File: config.mk
export PLATFORM = sky130hd
export DESIGN_NAME = crc_stream_engine
export DESIGN_NICKNAME = d
export VERILOG_FILES = /design/src/rtl/crc_pkg.sv /design/src/rtl/crc_step_comb.sv /design/src/rtl/crc_stream_engine.sv
export SDC_FILE = /design/constraint.sdc
export NUM_CORES = 1
export LEC_CHECK = 0
export CORE_MARGIN = 2
export CORE_UTILIZATION = 45
export DETAILED_ROUTE_END_ITERATION = 7
export PLACE_DENSITY = 0.64
export SETUP_SLACK_MARGIN = 0.05
export SYNTH_ARGS = -nofsm -noshare
export SYNTH_HDL_FRONTEND = slang
export SYNTH_HIERARCHICAL = 1
export SYNTH_SLANG_ARGS = --single-unit
File: constraint.sdc
create_clock -name clk -period 2.2 [get_ports clk]
set_input_delay 0.44 -clock clk [delete_from_list [all_inputs] [get_ports clk]]
set_output_delay 0.44 -clock clk [all_outputs]
set_load 0.005 [all_outputs]
File: src/rtl/crc_pkg.sv
// crc_pkg
// Shared CRC definitions: standard polynomial/init constants, the stream
// engine state enum and the width-generic MSB-first CRC step function used
// by every CRC datapath block.
package crc_pkg;

  localparam logic [15:0] CRC16_CCITT_POLY = 16'h1021;
  localparam logic [15:0] CRC16_CCITT_INIT = 16'hFFFF;
  localparam logic [31:0] CRC32_POLY       = 32'h04C11DB7;
  localparam logic [31:0] CRC32_INIT       = 32'hFFFFFFFF;

  typedef enum logic {
    ST_ACCUM = 1'b0,
    ST_DONE  = 1'b1
  } crc_state_e;

  // Folds data_w bits of data (bit data_w-1 first) into a crc_w-bit register.
  // Both register and data are left-aligned inside 64 bits so the feedback
  // bit is always bit 63 and bits shifted past the top simply fall away,
  // which avoids variable bit indexing and explicit masking.
  function automatic logic [63:0] crc_step(input logic [63:0] crc,
                                           input logic [63:0] data,
                                           input logic [63:0] poly,
                                           input int          crc_w,
                                           input int          data_w);
    logic [63:0] r;
    logic [63:0] d;
    logic [63:0] p;
    logic        fb;
    r = crc << (64 - crc_w);
    p = poly << (64 - crc_w);
    d = data << (64 - data_w);
    for (int i = 0; i < 64; i++) begin
      if (i < data_w) begin
        fb = r[63] ^ d[63];
        r  = (r << 1) ^ (fb ? p : 64'd0);
        d  = d << 1;
      end
    end
    return r >> (64 - crc_w);
  endfunction

endpackage

File: src/rtl/crc_step_comb.sv
// crc_step_comb
// Combinational wrapper around crc_pkg::crc_step for a fixed CRC width,
// beat width and polynomial. With CRC_W=16, DATA_W=8, POLY=16'h1021 it is
// the classic CRC-16/CCITT byte step.
// Ports:
//   crc      - current CRC register value
//   data     - beat payload, bit DATA_W-1 processed first
//   next_crc - register value after folding in the whole beat
module crc_step_comb
  import crc_pkg::*;
#(
  parameter int               CRC_W  = 16,
  parameter int               DATA_W = 8,
  parameter logic [CRC_W-1:0] POLY   = 16'h1021
) (
  input  logic [CRC_W-1:0]  crc,
  input  logic [DATA_W-1:0] data,
  output logic [CRC_W-1:0]  next_crc
);

  assign next_crc = CRC_W'(crc_step(64'(crc), 64'(data), 64'(POLY), CRC_W, DATA_W));

endmodule

File: src/rtl/crc_stream_engine.sv
// crc_stream_engine
// Folds a framed stream into a CRC, DATA_W bits per accepted beat, and
// presents the finished CRC (register ^ XOR_OUT) and the beat count on a
// valid/ready result port. One result is buffered; while it is pending the
// input side is closed.
// Ports:
//   clk, rst            - rising-edge clock, synchronous active-high reset
//   clr                 - synchronous abort of the frame / pending result
//   in_valid, in_ready  - input beat handshake
//   in_data, in_last    - beat payload and end-of-frame marker
//   out_valid, out_ready- result handshake
//   out_crc, out_len    - final CRC and saturating beat count of the frame
module crc_stream_engine
  import crc_pkg::*;
#(
  parameter int               CRC_W   = 16,
  parameter logic [CRC_W-1:0] POLY    = 16'h1021,
  parameter logic [CRC_W-1:0] INIT    = 16'hFFFF,
  parameter logic [CRC_W-1:0] XOR_OUT = 16'h0000,
  parameter int               DATA_W  = 8,
  parameter int               LEN_W   = 16
) (
  input  logic              clk,
  input  logic              rst,
  input  logic              clr,
  input  logic              in_valid,
  output logic              in_ready,
  input  logic [DATA_W-1:0] in_data,
  input  logic              in_last,
  output logic              out_valid,
  input  logic              out_ready,
  output logic [CRC_W-1:0]  out_crc,
  output logic [LEN_W-1:0]  out_len
);

  crc_state_e       state_q, state_d;
  logic [CRC_W-1:0] crc_q, crc_d, crc_next;
  logic [LEN_W-1:0] cnt_q, cnt_d, cnt_inc;
  logic [CRC_W-1:0] out_crc_q, out_crc_d;
  logic [LEN_W-1:0] out_len_q, out_len_d;

  crc_step_comb #(
    .CRC_W (CRC_W),
    .DATA_W(DATA_W),
    .POLY  (POLY)
  ) u_step (
    .crc     (crc_q),
    .data    (in_data),
    .next_crc(crc_next)
  );

  // The beat counter sticks at all-ones instead of wrapping.
  assign cnt_inc = (&cnt_q) ? cnt_q : cnt_q + LEN_W'(1);

  // Handshake outputs come straight from the state register, so in_ready
  // never depends combinationally on in_valid or out_ready.
  assign in_ready  = (state_q == ST_ACCUM);
  assign out_valid = (state_q == ST_DONE);
  assign out_crc   = out_crc_q;
  assign out_len   = out_len_q;

  // Next-state logic. clr overrides everything, including a result being
  // taken in the same cycle, and a beat offered alongside clr is dropped.
  // The result registers are left alone by clr; only rst zeroes them.
  always_comb begin
    state_d   = state_q;
    crc_d     = crc_q;
    cnt_d     = cnt_q;
    out_crc_d = out_crc_q;
    out_len_d = out_len_q;
    if (clr) begin
      state_d = ST_ACCUM;
      crc_d   = INIT;
      cnt_d   = '0;
    end else begin
      case (state_q)
        ST_ACCUM: begin
          if (in_valid) begin
            crc_d = crc_next;
            cnt_d = cnt_inc;
            if (in_last) begin
              out_crc_d = crc_next ^ XOR_OUT;
              out_len_d = cnt_inc;
              state_d   = ST_DONE;
            end
          end
        end
        ST_DONE: begin
          if (out_ready) begin
            state_d = ST_ACCUM;
            crc_d   = INIT;
            cnt_d   = '0;
          end
        end
        default: begin
          state_d = ST_ACCUM;
          crc_d   = INIT;
          cnt_d   = '0;
        end
      endcase
    end
  end

  always_ff @(posedge clk) begin
    if (rst) begin
      state_q   <= ST_ACCUM;
      crc_q     <= INIT;
      cnt_q     <= '0;
      out_crc_q <= '0;
      out_len_q <= '0;
    end else begin
      state_q   <= state_d;
      crc_q     <= crc_d;
      cnt_q     <= cnt_d;
      out_crc_q <= out_crc_d;
      out_len_q <= out_len_d;
    end
  end

endmodule

# Word-level counts from Yosys, hierarchy flattened

Cells that the tools add are included.
Widths: inputs -> output; s select.

Add/sub/neg operators: 1
$mul: 0
Div/mod/pow operators: 0
Magnitude comparators: 0
Equality and inequality tests: 2
Shift operators: 0
Muxes and demuxes: 19
Bitwise logic cells: 18
Reduce and logical (&&, ||, !) cells: 4

Operators by type and width:

| kind                  | number |
|---|---|
| $mux 61               | 8 |
| $xor 64x64->64        | 6 |
| $xor 64x61->64        | 2 |
| $mux 16               | 5 |
| $pmux 16 s2           | 2 |
| $add 16x1->16 const B | 1 |
| $reduce_and 16->1     | 1 |
| $xor 1x1->1           | 8 |
| $ne 2x2->1 const B    | 2 |
| $reduce_and 4->1      | 1 |
| $mux 1                | 3 |
| $not 1->1             | 2 |
| $pmux 1 s2            | 1 |
| $reduce_and 2->1      | 1 |
| $reduce_or 2->1       | 1 |

Register bits after elaboration: 65
Latch bits: 0
Memory bits (writable): 0
Memory bits (read-only): 0
Input port bits: 14
Output and inout port bits: 34
Logic and storage cells: 49
Memories: 0

# Logic depth before layout (Yosys ltp)

Gate-level depths: netlist of run 1.

Depth after elaboration: 26
Gate-level depth with buffers: 8

# By module

Netlist of run 1, hierarchy kept.

Modules (own cells, without submodules):

| module            | times used | cells an instance | area an instance (um^2) |
|---|---|---|---|
| crc_stream_engine | 1          | 348               | 2,783.9 |
| crc_step_comb     | 1          | 25                | 376.6 |

# Worst setup path before layout of run 1

No wires, ideal clock.

Kind: reg2reg
From: register cnt_q[0]
To: register out_len_q[4], in the netlist out_len[4]
Setup time: 63 ps
Arrival time: 1,982 ps
Required time: 2,137 ps
Path slack: 155 ps
Cell stages (with the launch flop): 9
Path buffers: 2
Period minus slack after synthesis: 2,045 ps
Cells stage by stage: dfxtp_1 -> ha_1 -> nand4_2 -> or4_1 -> buf_2 -> buf_6 -> a211oi_2 -> a21oi_1 -> nor2_2

Longest elaborated chain between the ends: 2
Elaborated cells on any way between the ends: 3
Classes of those cells: add/sub: 1; mux: 1; reduce/logical: 1

RTL lines:

| what                                               | RTL line                 | source |
|---|---|---|
| from (decl)                                        | crc_stream_engine.sv:38  | `logic [LEN_W-1:0] cnt_q, cnt_d, cnt_inc;` |
| from (signal assigned)                             | crc_stream_engine.sv:114 | `cnt_q <= cnt_d;` |
| $add 16x1->16 or $reduce_and 16->1 (tied branches) | crc_stream_engine.sv:53  | `assign cnt_inc = (&cnt_q) ? cnt_q : cnt_q + LEN_W'(1);` |
| $mux 16 (*)                                        | crc_stream_engine.sv:53  |  |
| to (signal assigned)                               | crc_stream_engine.sv:116 | `out_len_q <= out_len_d;` |
| to (decl)                                          | crc_stream_engine.sv:40  | `logic [LEN_W-1:0] out_len_q, out_len_d;` |

Every way passes the cells marked *; elsewhere a longest branch is shown, timed or not.
A chain may end at the register's enable or synchronous reset.

# Final worst setup path of run 1

From: register cnt_q[1]
To: register cnt_q[1]

Longest elaborated chain between the ends: 4
Elaborated cells on any way between the ends: 5
Classes of those cells: add/sub: 1; mux: 3; reduce/logical: 1

RTL lines:

| what                                               | RTL line                | source |
|---|---|---|
| $add 16x1->16 or $reduce_and 16->1 (tied branches) | crc_stream_engine.sv:53 |  |
| $mux 16 (*)                                        | crc_stream_engine.sv:53 |  |
| $mux 16 (*)                                        | crc_stream_engine.sv:78 | `if (in_valid) begin` |
| $pmux 16 s2 (*)                                    | crc_stream_engine.sv:76 | `case (state_q)` |

Every way passes the cells marked *; elsewhere a longest branch is shown, timed or not. The select of a mux whose other input is x is not followed.

==> impl_metrics.env, run 1 <==
export IMPL_status="finished clean"
export IMPL_fin_crit_ns=1.97
export IMPL_hold_violations=0
export IMPL_cpPeakStageDelay_ns=0.56
export IMPL_cts_tree="built"
export IMPL_core_area_mm2=0.00679
export IMPL_p_int_w=0.00236
export IMPL_endpoint_kind="register"
export IMPL_synth_edf_count=0
export IMPL_cts_made_buffers=9
export IMPL_leakage_nw=1.61
export IMPL_power_switching_w=0.000741
export IMPL_worst_skew_pair_late_latency_ns=0.35
export IMPL_rows=30
export IMPL_dieWidth_um=87.8
export IMPL_syn_area_per_cell_um2=8.47
export IMPL_vias=2814
export IMPL_cts_path_max_buffers=2
export IMPL_wl_per_cell_um=14.9
export IMPL_synth_fp_nets=388
export IMPL_post_dp_cell_area_mm2=0.00391
export IMPL_drt_vias_per_instance=5.20
export IMPL_cp_top_family="simple AND/OR/NAND/NOR gates"
export IMPL_rsz0062_at_grt="false"
export IMPL_dp_hpwl_mm=5.93
export IMPL_critPathKind="register to register"
export IMPL_power_density_mw_per_mm2=741
export IMPL_wl_mm=8.07
export IMPL_gp_congestion=0.913
export IMPL_grt_antenna_before_repair=0
export IMPL_start_util_pct=46.5
export IMPL_cp_max_fo=7
export IMPL_post_route_period_util_pct=89.7
export IMPL_area_growth_pct=32.6
export IMPL_clockRootBuffer="clkbuf_8"
export IMPL_ir_drop_uv=341
export IMPL_drtIter0Drc=132
export IMPL_grt_start_max_net_pins=34
export IMPL_grt_usage_pct=22.2
export IMPL_synthDistinctLibCells=50
export IMPL_design_area_mm2=0.00419
export IMPL_path_clk_slew_ns=0.08
export IMPL_fill_cells=627
export IMPL_htree_levels=3
export IMPL_finalSetupViolCount=0
export IMPL_setup_worst_path_start_class="register"
export IMPL_seq_area_mm2=0.00130
export IMPL_netlist_instances=373
export IMPL_fmax_mhz=506
export IMPL_grt_pass1_wl_mm=13.1
export IMPL_dieArea_mm2=0.00771
export IMPL_io_pins=48
export IMPL_grt_overflow=0
export IMPL_ys_ff_latch=65
export IMPL_p_comb_share_pct=14.4
export IMPL_drcViolationCount=0
export IMPL_slowest_stage="or4_4"
export IMPL_yosysSeqAreaShare_pct=41.2
export IMPL_hold_path_class="register to register"
export IMPL_cp_cell_sequence="ha_1 -> nand4_2 -> or4_4 -> buf_4 -> o21ai_0 -> a32oi_1 -> nor2_1"
export IMPL_switching_share_pct=23.9
export IMPL_n_antenna_cell=0
export IMPL_synth_ff_type="dfxtp_1"
export IMPL_multi_input_area_mm2=0.00173
export IMPL_drive_above_1_share_pct=14.8
export IMPL_required_ns=2.49
export IMPL_arrival_ns=2.26
export IMPL_grt_pass1_vias=2583
export IMPL_syn_area_mm2=0.00316
export IMPL_firstDrtPassIters=5
export IMPL_relSlewSlack_pct=60.8
export IMPL_yosys_warnings=6
export IMPL_cts_sinks=65
export IMPL_chipHeight_um=87.8
export IMPL_p_clk_share_pct=45.4
export IMPL_post_cts_buffers=0
export IMPL_critPathBufInv=1
export IMPL_seqPwrFrac_pct=40.2
export IMPL_drv_slew=0
export IMPL_antenna_left=0
export IMPL_tns_ns=0
export IMPL_tightest_slew_ns=0.582
export IMPL_maxCapViolations=0
export IMPL_synthArstFlopShare_pct=0
export IMPL_skew_ns=0.00978
export IMPL_fin_nets=455
export IMPL_numPortBuffers=47
-- cell families (layout without fill, tap and decap cells) --
logic type,after synthesis,in the layout,share of synthesized area (%)
and+or+nand+nor,163,163,24.1
adders and majority gates,1,1,0.396
buffers and inverters,32,104,4.32
xor gates and xnor gates,33,33,14.3
AOI/OAI and AO/OA,78,78,15.4
DFF,65,65,41.2
muxes,1,1,0.317
-- worst min-delay path: stages, from the launching register on --
cell,delay [ns]
dfxtp_1,0.32
nand2_1,0.05
a21oi_1,0.05
-- final cells by class --
type / count / area share, %
well taps: 96 / 2.87
clock inverters: 6 / 3.28
multi-input cells: 276 / 41.3
repair buffers: 81 / 17.6
clock buffers: 10 / 3.28
flip-flops and latches: 65 / 31.1
inverters: 7 / 0.627
-- timing repair --
| action | CTS | global route |
|---|---|---|
| gates resized for setup | 0 | 1 |
| hold buffers | 0 | 0 |
| setup endpoints to repair | 0 | 6 |
-- final timing paths --
kind	from	end	slack (ns)	cells past startpoint
worst min register to register	out_len[0]	out_len[0]	0.46	2
worst max register to register	cnt_q[1]	cnt_q[1]	0.23	7
worst min-delay path	out_len[0]	out_len[0]	0.46	2
worst max-delay path	cnt_q[1]	cnt_q[1]	0.23	7
-- synth_stat cells, types with 2 or more instances --
master	instances	area share [%]
a211oi_1	5	1.2
a21oi_1	38	6.0
a311oi_1	5	1.4
a31oi_1	6	1.2
buf_2	6	0.95
clkbuf_1	16	1.9
dfxtp_1	65	41
inv_1	7	0.83
nand2_1	90	11
nand2b_1	3	0.59
nand3_1	22	3.5
nand4_1	4	0.79
nand4_2	2	0.79
nor2_1	19	2.3
nor3_1	8	1.3
nor4_1	3	0.59
o211ai_1	7	1.7
o21ai_0	8	1.3
xnor2_1	14	3.9
xnor2_2	4	2.1
xnor3_1	5	3.6
xor2_1	6	1.7
xor3_1	3	2.3
-- routing by layer --
metal | track usage (%) | part of all wire [%] | up-vias
li1 | - | - | 1431
met1 | 33.4 | 51 | 1293
met2 | 31.5 | 42 | 75
met3 | 3.30 | 5.2 | 15
met4 | 9.37 | 2.4 | 0
met5 | 0 | 0 | -
-- per-stage QoR --
step | power [W] | cells | utilization, % | setup WS (ns) | hold WS, ns
2_1_floorplan | 0.00155 | 373 | - | 0.155 | 0.442
3_3_place_gp | 0.00172 | 525 | 57.6 | 0.154 | 0.443
3_5_place_dp | 0.00172 | 525 | 57.6 | 0.105 | 0.448
4_1_cts | 0.00312 | 541 | 61.6 | 0.163 | 0.460
5_1_grt | 0.00322 | 541 | 61.7 | 0.0730 | 0.475
6_report | 0.00311 | 541 | 61.7 | 0.226 | 0.458
-- power groups by stage --
stage | combinational, W | clock (W) | sequential, W
3_5_place_dp | 0.000446 | 0 | 0.00128
6_report | 0.000447 | 0.00141 | 0.00125
2_1_floorplan | 0.000278 | 0 | 0.00127
4_1_cts | 0.000449 | 0.00142 | 0.00125
5_1_grt | 0.000491 | 0.00148 | 0.00126
3_3_place_gp | 0.000444 | 0 | 0.00128
-- registers in the layout (all words and copies together) (netlist names) --
register,cells
out_len,16
out_valid,1
crc_q,16
out_crc,16
cnt_q,16
-- cells in the final DEF (no fill, tap or decap), types with 2 or more instances in the layout --
cell / instances
nand2_1: 90
dfxtp_1: 65
clkdlybuf4s50_1: 47
a21oi_1: 38
buf_4: 33
nand3_1: 22
nor2_1: 18
xnor2_1: 14
clkbuf_8: 10
o21ai_0: 8
nor3_1: 8
inv_1: 7
o211ai_1: 7
a31oi_1: 6
xor2_1: 6
a311oi_1: 5
a211oi_1: 5
xnor3_1: 5
nand4_1: 4
bufinv_16: 4
xnor2_2: 4
nand2b_1: 3
nor4_1: 3
xor3_1: 3
nand4_2: 2
nor2_2: 2
(Power assumes the default switching activity.)
==> inputs of run 2 (changes only) <==
Settings changed: CORE_UTILIZATION 45 to 40, PLACE_DENSITY 0.64 to 0.58.
==> impl_metrics.env, run 2 (same netlist as run 1, synthesis figures left out) <==
export IMPL_clockRootBuffer="clkbuf_8"
export IMPL_area_growth_pct=31.0
export IMPL_worst_skew_pair_late_latency_ns=0.34
export IMPL_critPathBufInv=1
export IMPL_dieArea_mm2=0.00863
export IMPL_status="finished clean"
export IMPL_required_ns=2.45
export IMPL_tns_ns=0
export IMPL_wl_per_cell_um=14.7
export IMPL_cp_top_family="simple AND/OR/NAND/NOR gates"
export IMPL_cts_sinks=65
export IMPL_cpPeakStageDelay_ns=0.61
export IMPL_wl_mm=8.07
export IMPL_hold_path_class="register to register"
export IMPL_setup_worst_path_start_class="register"
export IMPL_cp_cell_sequence="nand4_4 -> or4_1 -> buf_4 -> nand3_1 -> xor2_1 -> a211oi_1"
export IMPL_critPathKind="register to register"
export IMPL_layout_commonest_cell="nand2_1"
export IMPL_post_route_period_util_pct=85.1
export IMPL_path_clk_slew_ns=0.08
export IMPL_cts_tree="built"
export IMPL_n_antenna_cell=0
export IMPL_layout_common_cells="90 x nand2_1, 65 x dfxtp_1, 47 x clkdlybuf4s50_1, 38 x a21oi_1, 33 x buf_4"
export IMPL_fin_crit_ns=1.87
export IMPL_grt_overflow=0
export IMPL_cts_made_buffers=9
export IMPL_drive_above_1_share_pct=14.6
export IMPL_arrival_ns=2.13
export IMPL_power_density_mw_per_mm2=685
export IMPL_path_depth=6
export IMPL_leakage_nw=1.58
export IMPL_start_util_pct=41.1
export IMPL_grt_pass1_vias=2802
export IMPL_finalSetupViolCount=0
export IMPL_grt_start_max_net_pins=38
export IMPL_chipHeight_um=92.9
export IMPL_drtIter0Drc=102
export IMPL_power_w=0.00284
export IMPL_vias=2806
export IMPL_ctsHoldBuffers=0
export IMPL_post_dp_cell_area_mm2=0.00392
export IMPL_numPortBuffers=47
export IMPL_htree_levels=3
export IMPL_drcViolationCount=0
export IMPL_cp_max_fo=6
export IMPL_core_area_mm2=0.00769
export IMPL_antenna_left=0
export IMPL_grt_pass1_wl_mm=13.6
export IMPL_drt_vias_per_instance=5.13
export IMPL_fmax_mhz=534
export IMPL_r2r_cells=6
export IMPL_slowest_stage="or4_1"
export IMPL_rows=32
export IMPL_timing_hold_ws_ns=0.453
export IMPL_io_pins=48
export IMPL_pre_cts_ws_ns=0.103
export IMPL_whs_path_depth=2
export IMPL_drv_slew=0
export IMPL_rsz0062_at_grt="false"
export IMPL_dp_hpwl_mm=6.02
export IMPL_grt_usage_pct=20.1
export IMPL_design_area_mm2=0.00414
export IMPL_setup_ws_ns=0.328
export IMPL_fin_nets=455
export IMPL_ir_drop_uv=304
export IMPL_hold_violations=0
export IMPL_maxCapViolations=0
export IMPL_gp_congestion=0.873
export IMPL_grt_antenna_before_repair=0
export IMPL_cts_path_max_buffers=2
export IMPL_tightest_slew_ns=0.562
export IMPL_dieWidth_um=92.9
export IMPL_firstDrtPassIters=4
export IMPL_skew_ns=0.0113
export IMPL_relSlewSlack_pct=62.2
export IMPL_endpoint_kind="register"
run 2: power breakdown:
group,internal [W],switching (W),total (W)
Combinational,0.000240,0.000209,0.000449
Clock,0.000668,0.000473,0.00114
Sequential,0.00122,0.0000279,0.00125
Total,0.00213,0.000710,0.00284
run 2: stage by stage:
| step | util (%) | instances |
|---|---|---|
| finish | 53.9 | 547 |
| global route | 53.9 | 547 |
| CTS | 53.9 | 547 |
| detailed placement | 51.0 | 531 |
| global placement | 51.0 | 531 |
| floorplan | - | 373 |
run 2: what timing repair did:
action	in CTS	in global routing
hold endpoints to repair	0	0
setup buffers	0	0
setup endpoints to repair	0	1
resized for setup	0	1
run 2: layout make-up:
| class | count | area, µm² |
|---|---|---|
| Multi-Input combinational cell | 276 | 1730 |
| Tap cell | 102 | 128 |
| Timing Repair Buffer | 81 | 738 |
| Inverter | 7 | 26.3 |
| Fill cell | 769 | 3550 |
| Clock buffer | 11 | 141 |
| Clock inverter | 5 | 78.8 |
| Sequential cell | 65 | 1300 |
run 2: final timing paths:
check	end	from	slack, ns
worst min register to register	out_len[10]	out_len[10]	0.45
worst max-delay path	out_len[9]	cnt_q[14]	0.33
worst min-delay path	out_len[10]	out_len[10]	0.45
worst max register to register	out_len[9]	cnt_q[14]	0.33
run 2: per-layer routing:
layer  vias up  GRT usage (%)  part of all wire, %  wire (µm)
met5         -              0                    0          0
met1      1304           24.7                   45       3660
met3         8           3.91                  3.8        303
met4         0           7.84                  1.1         90
li1       1430              -                    -          -
met2        64           34.7                   50       4020
run 2: worst reg2reg max path, cell delays in order (launching register included):
cell and delay [ns]:
dfxtp_1 0.49, nand4_4 0.14, or4_1 0.61, buf_4 0.19, nand3_1 0.09, xor2_1 0.07
a211oi_1 0.21
